--- config.mk ---
export PLATFORM = sky130hd
export DESIGN_NAME = arbiter4_rr_sync
export DESIGN_NICKNAME = d
export VERILOG_FILES = /design/src/rtl/arbiter4_rr_sync.sv
export SDC_FILE = /design/constraint.sdc
export NUM_CORES = 1
export LEC_CHECK = 0
export CAP_MARGIN = 20
export CORE_AREA = 2 2 79 81
export CTS_CLUSTER_SIZE = 28
export DETAILED_ROUTE_END_ITERATION = 8
export DIE_AREA = 0 0 81 83
export GPL_TIMING_DRIVEN = 1
export HOLD_SLACK_MARGIN = 0.02
export PLACE_DENSITY_LB_ADDON = 0.05
export SETUP_SLACK_MARGIN = 0.3
export SYNTH_ARGS = -nofsm -noshare
export SYNTH_HDL_FRONTEND = slang
export SYNTH_SLANG_ARGS = --single-unit
export TNS_END_PERCENT = 100
--- constraint.sdc ---
create_clock -name clk -period 3.5 [get_ports clk]
set_input_delay 0.35 -clock clk [delete_from_list [all_inputs] [get_ports clk]]
set_output_delay 0.35 -clock clk [all_outputs]
set_load 0.01 [all_outputs]
--- src/rtl/arbiter4_rr_sync.sv ---
// Four-way round-robin arbiter for four-phase req/ack requesters sharing one upstream req/ack pair.
// Optional input synchronizers are enabled with `define ARB_SYNC_EN.
module arbiter4_rr_sync #(
  parameter int unsigned HOLD_MAX = 255
) (
  input  logic       clk,
  input  logic       rst_n,
  input  logic [3:0] req,
  output logic [3:0] ack,
  output logic       req_out,
  input  logic       ack_in,
  input  logic       err_clr,
  output logic       busy,
  output logic [1:0] grant_id,
  output logic       hold_err,
  output logic       proto_err
);

  localparam int unsigned CntW = $clog2(HOLD_MAX + 1);
  localparam logic [CntW-1:0] HoldMax   = CntW'(HOLD_MAX);
  localparam logic [CntW-1:0] HoldMaxM1 = CntW'(HOLD_MAX - 1);

  typedef enum logic [1:0] {StIdle, StWaitUp, StGrant, StWaitDn} state_e;

  state_e          state_q;
  logic [1:0]      ptr_q;
  logic [CntW-1:0] hold_cnt_q;
  logic            ready_q;
  logic [3:0]      req_s;
  logic            ack_in_s;
  logic            primed;

`ifdef ARB_SYNC_EN
  logic [4:0] sync1_q, sync2_q;
  logic [1:0] prime_q;

  always_ff @(posedge clk or negedge rst_n) begin
    if (!rst_n) begin
      sync1_q <= '0;
      sync2_q <= '0;
      prime_q <= '0;
    end else begin
      sync1_q <= {ack_in, req};
      sync2_q <= sync1_q;
      prime_q <= {prime_q[0], 1'b1};
    end
  end

  assign req_s    = sync2_q[3:0];
  assign ack_in_s = sync2_q[4];
  // Reset zeros in the synchronizer must not be mistaken for a real low ack_in.
  assign primed   = prime_q[1];
`else
  assign req_s    = req;
  assign ack_in_s = ack_in;
  assign primed   = 1'b1;
`endif

  // Lowest index at or after p (cyclically) whose request is high.
  function automatic logic [1:0] rr_pick(input logic [3:0] r, input logic [1:0] p);
    logic [1:0] idx;
    rr_pick = p;
    for (int k = 3; k >= 0; k--) begin
      idx = p + 2'(k);
      if (r[idx]) rr_pick = idx;
    end
  endfunction

  always_ff @(posedge clk or negedge rst_n) begin
    if (!rst_n) begin
      state_q    <= StIdle;
      ptr_q      <= 2'd0;
      hold_cnt_q <= '0;
      ready_q    <= 1'b0;
      ack        <= 4'b0000;
      req_out    <= 1'b0;
      busy       <= 1'b0;
      grant_id   <= 2'd0;
      hold_err   <= 1'b0;
      proto_err  <= 1'b0;
    end else begin
      // A new upstream request needs ack_in seen low first, so no phase is skipped after reset.
      ready_q <= primed & ~ack_in_s;
      if (err_clr) begin
        hold_err  <= 1'b0;
        proto_err <= 1'b0;
      end
      case (state_q)
        StIdle: begin
          if (ready_q && (|req_s)) begin
            grant_id <= rr_pick(req_s, ptr_q);
            req_out  <= 1'b1;
            busy     <= 1'b1;
            state_q  <= StWaitUp;
          end
        end
        StWaitUp: begin
          if (!req_s[grant_id]) proto_err <= 1'b1;
          if (ack_in_s) begin
            ack        <= 4'b0001 << grant_id;
            hold_cnt_q <= '0;
            state_q    <= StGrant;
          end
        end
        StGrant: begin
          if (!req_s[grant_id]) begin
            ack     <= 4'b0000;
            req_out <= 1'b0;
            state_q <= StWaitDn;
          end else begin
            if (hold_cnt_q != HoldMax) hold_cnt_q <= hold_cnt_q + CntW'(1);
            // Fires once, on the edge the count reaches HOLD_MAX, so err_clr can still clear it.
            if (hold_cnt_q == HoldMaxM1) hold_err <= 1'b1;
          end
        end
        StWaitDn: begin
          if (!ack_in_s) begin
            ptr_q   <= grant_id + 2'd1;
            busy    <= 1'b0;
            state_q <= StIdle;
          end
        end
        default: state_q <= StIdle;
      endcase
    end
  end

endmodule

==> out/metrics.yaml <==
global_routing:
  grt_max_degree: 19
  grt_pass1_vias: 1152
  grt_overflow: 0
  grt_use_total: 0.113
  grt_pass1_wl_mm: 5.91
  antenna_found_initial: 0
routing:
  drt-total-wl_mm: 3.57
  via_per_inst: 4.89
  drtIter0Drc: 63
  wl_per_cell_um: 15.2
  firstDrtPassIters: 4
  drc_errors: 0
  vias: 1148
  ant_nets: 0
synthesis:
  synth_ff_type: "dfrtp_1"
  syn-num-nets: 160
  netlist_instances: 141
  ys_ff_latch: 23
  yosys.cell_count.top_type: "dfrtp_1"
  synth.avg_cell_area_um2: 10.2
  seq_area_frac_synth: 0.402
  yosys.area.top_type: "dfrtp_1"
  synthArstFlopShare: 1.00
  synth_top_area_share: 0.402
  synth.cell_area_mm2: 0.00143
  synth_warnings: 0
  synth_common_cells: "23 x dfrtp_1, 13 x inv_1, 11 x ha_1"
  synth_edf_count: 0
  synthTopCellsByArea: "dfrtp_1 40%, ha_1 9.6%, mux2_2 3.9%"
  ys_types: 39
placement:
  io_buffers: 17
  dp_worst_setup_slack_ns: 0.969
  hpwl_mm: 2.72
  gp_congestion: 0.772
  dpl-instance-area_mm2: 0.00170
final_layout:
  final_cell_area_mm2: 0.00175
  multi_input_area_um2: 797
  n_antenna_cell: 0
  areaGrowthSynthToFinish_pct: 21.8
  nNetsFinal: 180
  ff_latch_area_um2: 576
  drive_above_1_share: 0.0875
  nFillCells: 631
sta:
  tns_ns: 0
  rsz0062_at_grt: "false"
  tightest_slew_ns: 0.704
  skew_ns: 0.00307
  relSlewSlack: 0.517
  setup_viol: 0
  hold_viol_final: 0
  worst_slack_ns: 1.05
  fin_crit_ns: 2.45
  whs_ns: 0.456
  fin_crit_sh: 0.700
  drv_slew: 0
  max_freq_ghz: 0.408
power:
  power_frac_clock: 0.138
  leakage_uw: 0.000752
  power_frac_comb: 0.502
  power.internal_uw: 729
  power_frac_seq: 0.360
  cellPowerDensity_mw_per_mm2: 703
  switching_share: 0.406
  power_switching_uw: 498
  ir_drop_uv: 237
worst_setup_path:
  required_ns: 3.68
  arrival_ns: 2.63
  cp_max_fo: 18
  critPathKind: "flop to flop"
  end_kind: "flop"
  worstReg2RegStart: "state_q[0]"
  start_kind: "flop"
  critPathLaunch: "state_q[0]"
die:
  chipHeight_um: 83
  start_util: 0.246
  dieWidth_um: 81
  die_area_mm2: 0.00672
  core_area_mm2: 0.00582
  ios: 18
  num_rows: 28
clock_network:
  cts_setup_buffers: 0
  cts-resized-gates: 0
  clkSinkCount: 23
  clk_pin_slew_ns: 0.08
  numCtsBuffers: 3
  htree_num_levels: 1
  insertion_delay_ns: 0.26
  cts_buffer_depth: 2
  cts_hold_buffers: 0
  cts-root-buf: "clkbuf_8"
  tritoncts: "built"
outcome:
  outcome: "finished, final reports clean"
flow_run:
  max-cap-violations: 0
worst_hold_path:
  hp-class: "input port to async pin"
==> cell usage in the layout (no fill, tap or decap), types with 4 or more instances in the layout <==
cell / count
dfrtp_1: 23
clkdlybuf4s50_1: 17
inv_1: 13
ha_1: 11
nand2_1: 10
o21ai_0: 8
nor2_1: 6
nand2b_1: 6
o31ai_1: 6
mux2_2: 5
mux2i_1: 5
nor3b_1: 5
o22ai_1: 4
a21o_1: 4
==> critical path: stages, from the launching register on <==
cell	delay [ns]
dfrtp_1	0.41
inv_1	0.14
ha_1	0.56
mux2_2	0.32
nand4_1	0.20
or4_1	0.55
a21boi_0	0.20
==> cell type report <==
class | count | area share
clock buffer | 4 | 0.0258
multi-input combinational | 102 | 0.457
tap | 75 | 0.0538
timing repair buffer | 18 | 0.106
sequential | 23 | 0.330
inverter | 13 | 0.0280
==> logic make-up after synthesis <==
| group | after synthesis | share of synthesized area |
|---|---|---|
| compound gates | 38 | 0.202 |
| fa+ha+maj | 11 | 0.0961 |
| buf+inv | 16 | 0.0419 |
| flops | 23 | 0.402 |
| mux | 12 | 0.100 |
| simple gates | 41 | 0.158 |
==> worst paths after layout <==
kind,to,slack [ns],depth (start not counted)
worst min register to register,ack[1],0.49,1
worst max-delay path,hold_cnt_q[3],1.05,6
worst min-delay path,grant_id[0],0.46,1
worst max register to register,hold_cnt_q[3],1.05,6
max in group asynchronous,hold_cnt_q[5],2.55,2
min in group clk,ack[1],0.49,1
==> metrics by stage <==
stage | power, uW | utilization | std cells
3_3_place_gp | 1070 | 0.290 | 230
5_1_grt | 1340 | 0.300 | 235
3_5_place_dp | 1070 | 0.292 | 231
4_1_cts | 1250 | 0.300 | 235
6_report | 1230 | 0.300 | 235
2_1_floorplan | 848 | - | 141
==> flip-flops by register name (all words and copies together), names as in the netlist <==
register    count
state_q         2
busy            1
req_out         1
ready_q         1
proto_err       1
ptr_q           2
grant_id        2
hold_err        1
ack             4
hold_cnt_q      8
==> power groups by stage <==
| stage | clock network (uW) | registers, uW | logic, uW |
|---|---|---|---|
| after floorplan | 0 | 439 | 409 |
| after global placement | 0 | 445 | 624 |
| after detailed placement | 0 | 446 | 624 |
| after CTS | 181 | 441 | 631 |
| after global routing | 190 | 456 | 698 |
| final | 169 | 442 | 617 |
==> layer usage <==
metal  vias to the layer above  part of all wire  global-route usage
met5                         -                 0                   0
met3                         2             0.026              0.0174
met2                        15              0.49               0.180
met1                       573              0.48               0.154
met4                         0            0.0062              0.0370
li1                        558                 -                   -
Note: power is estimated with default switching activity, not from simulation.
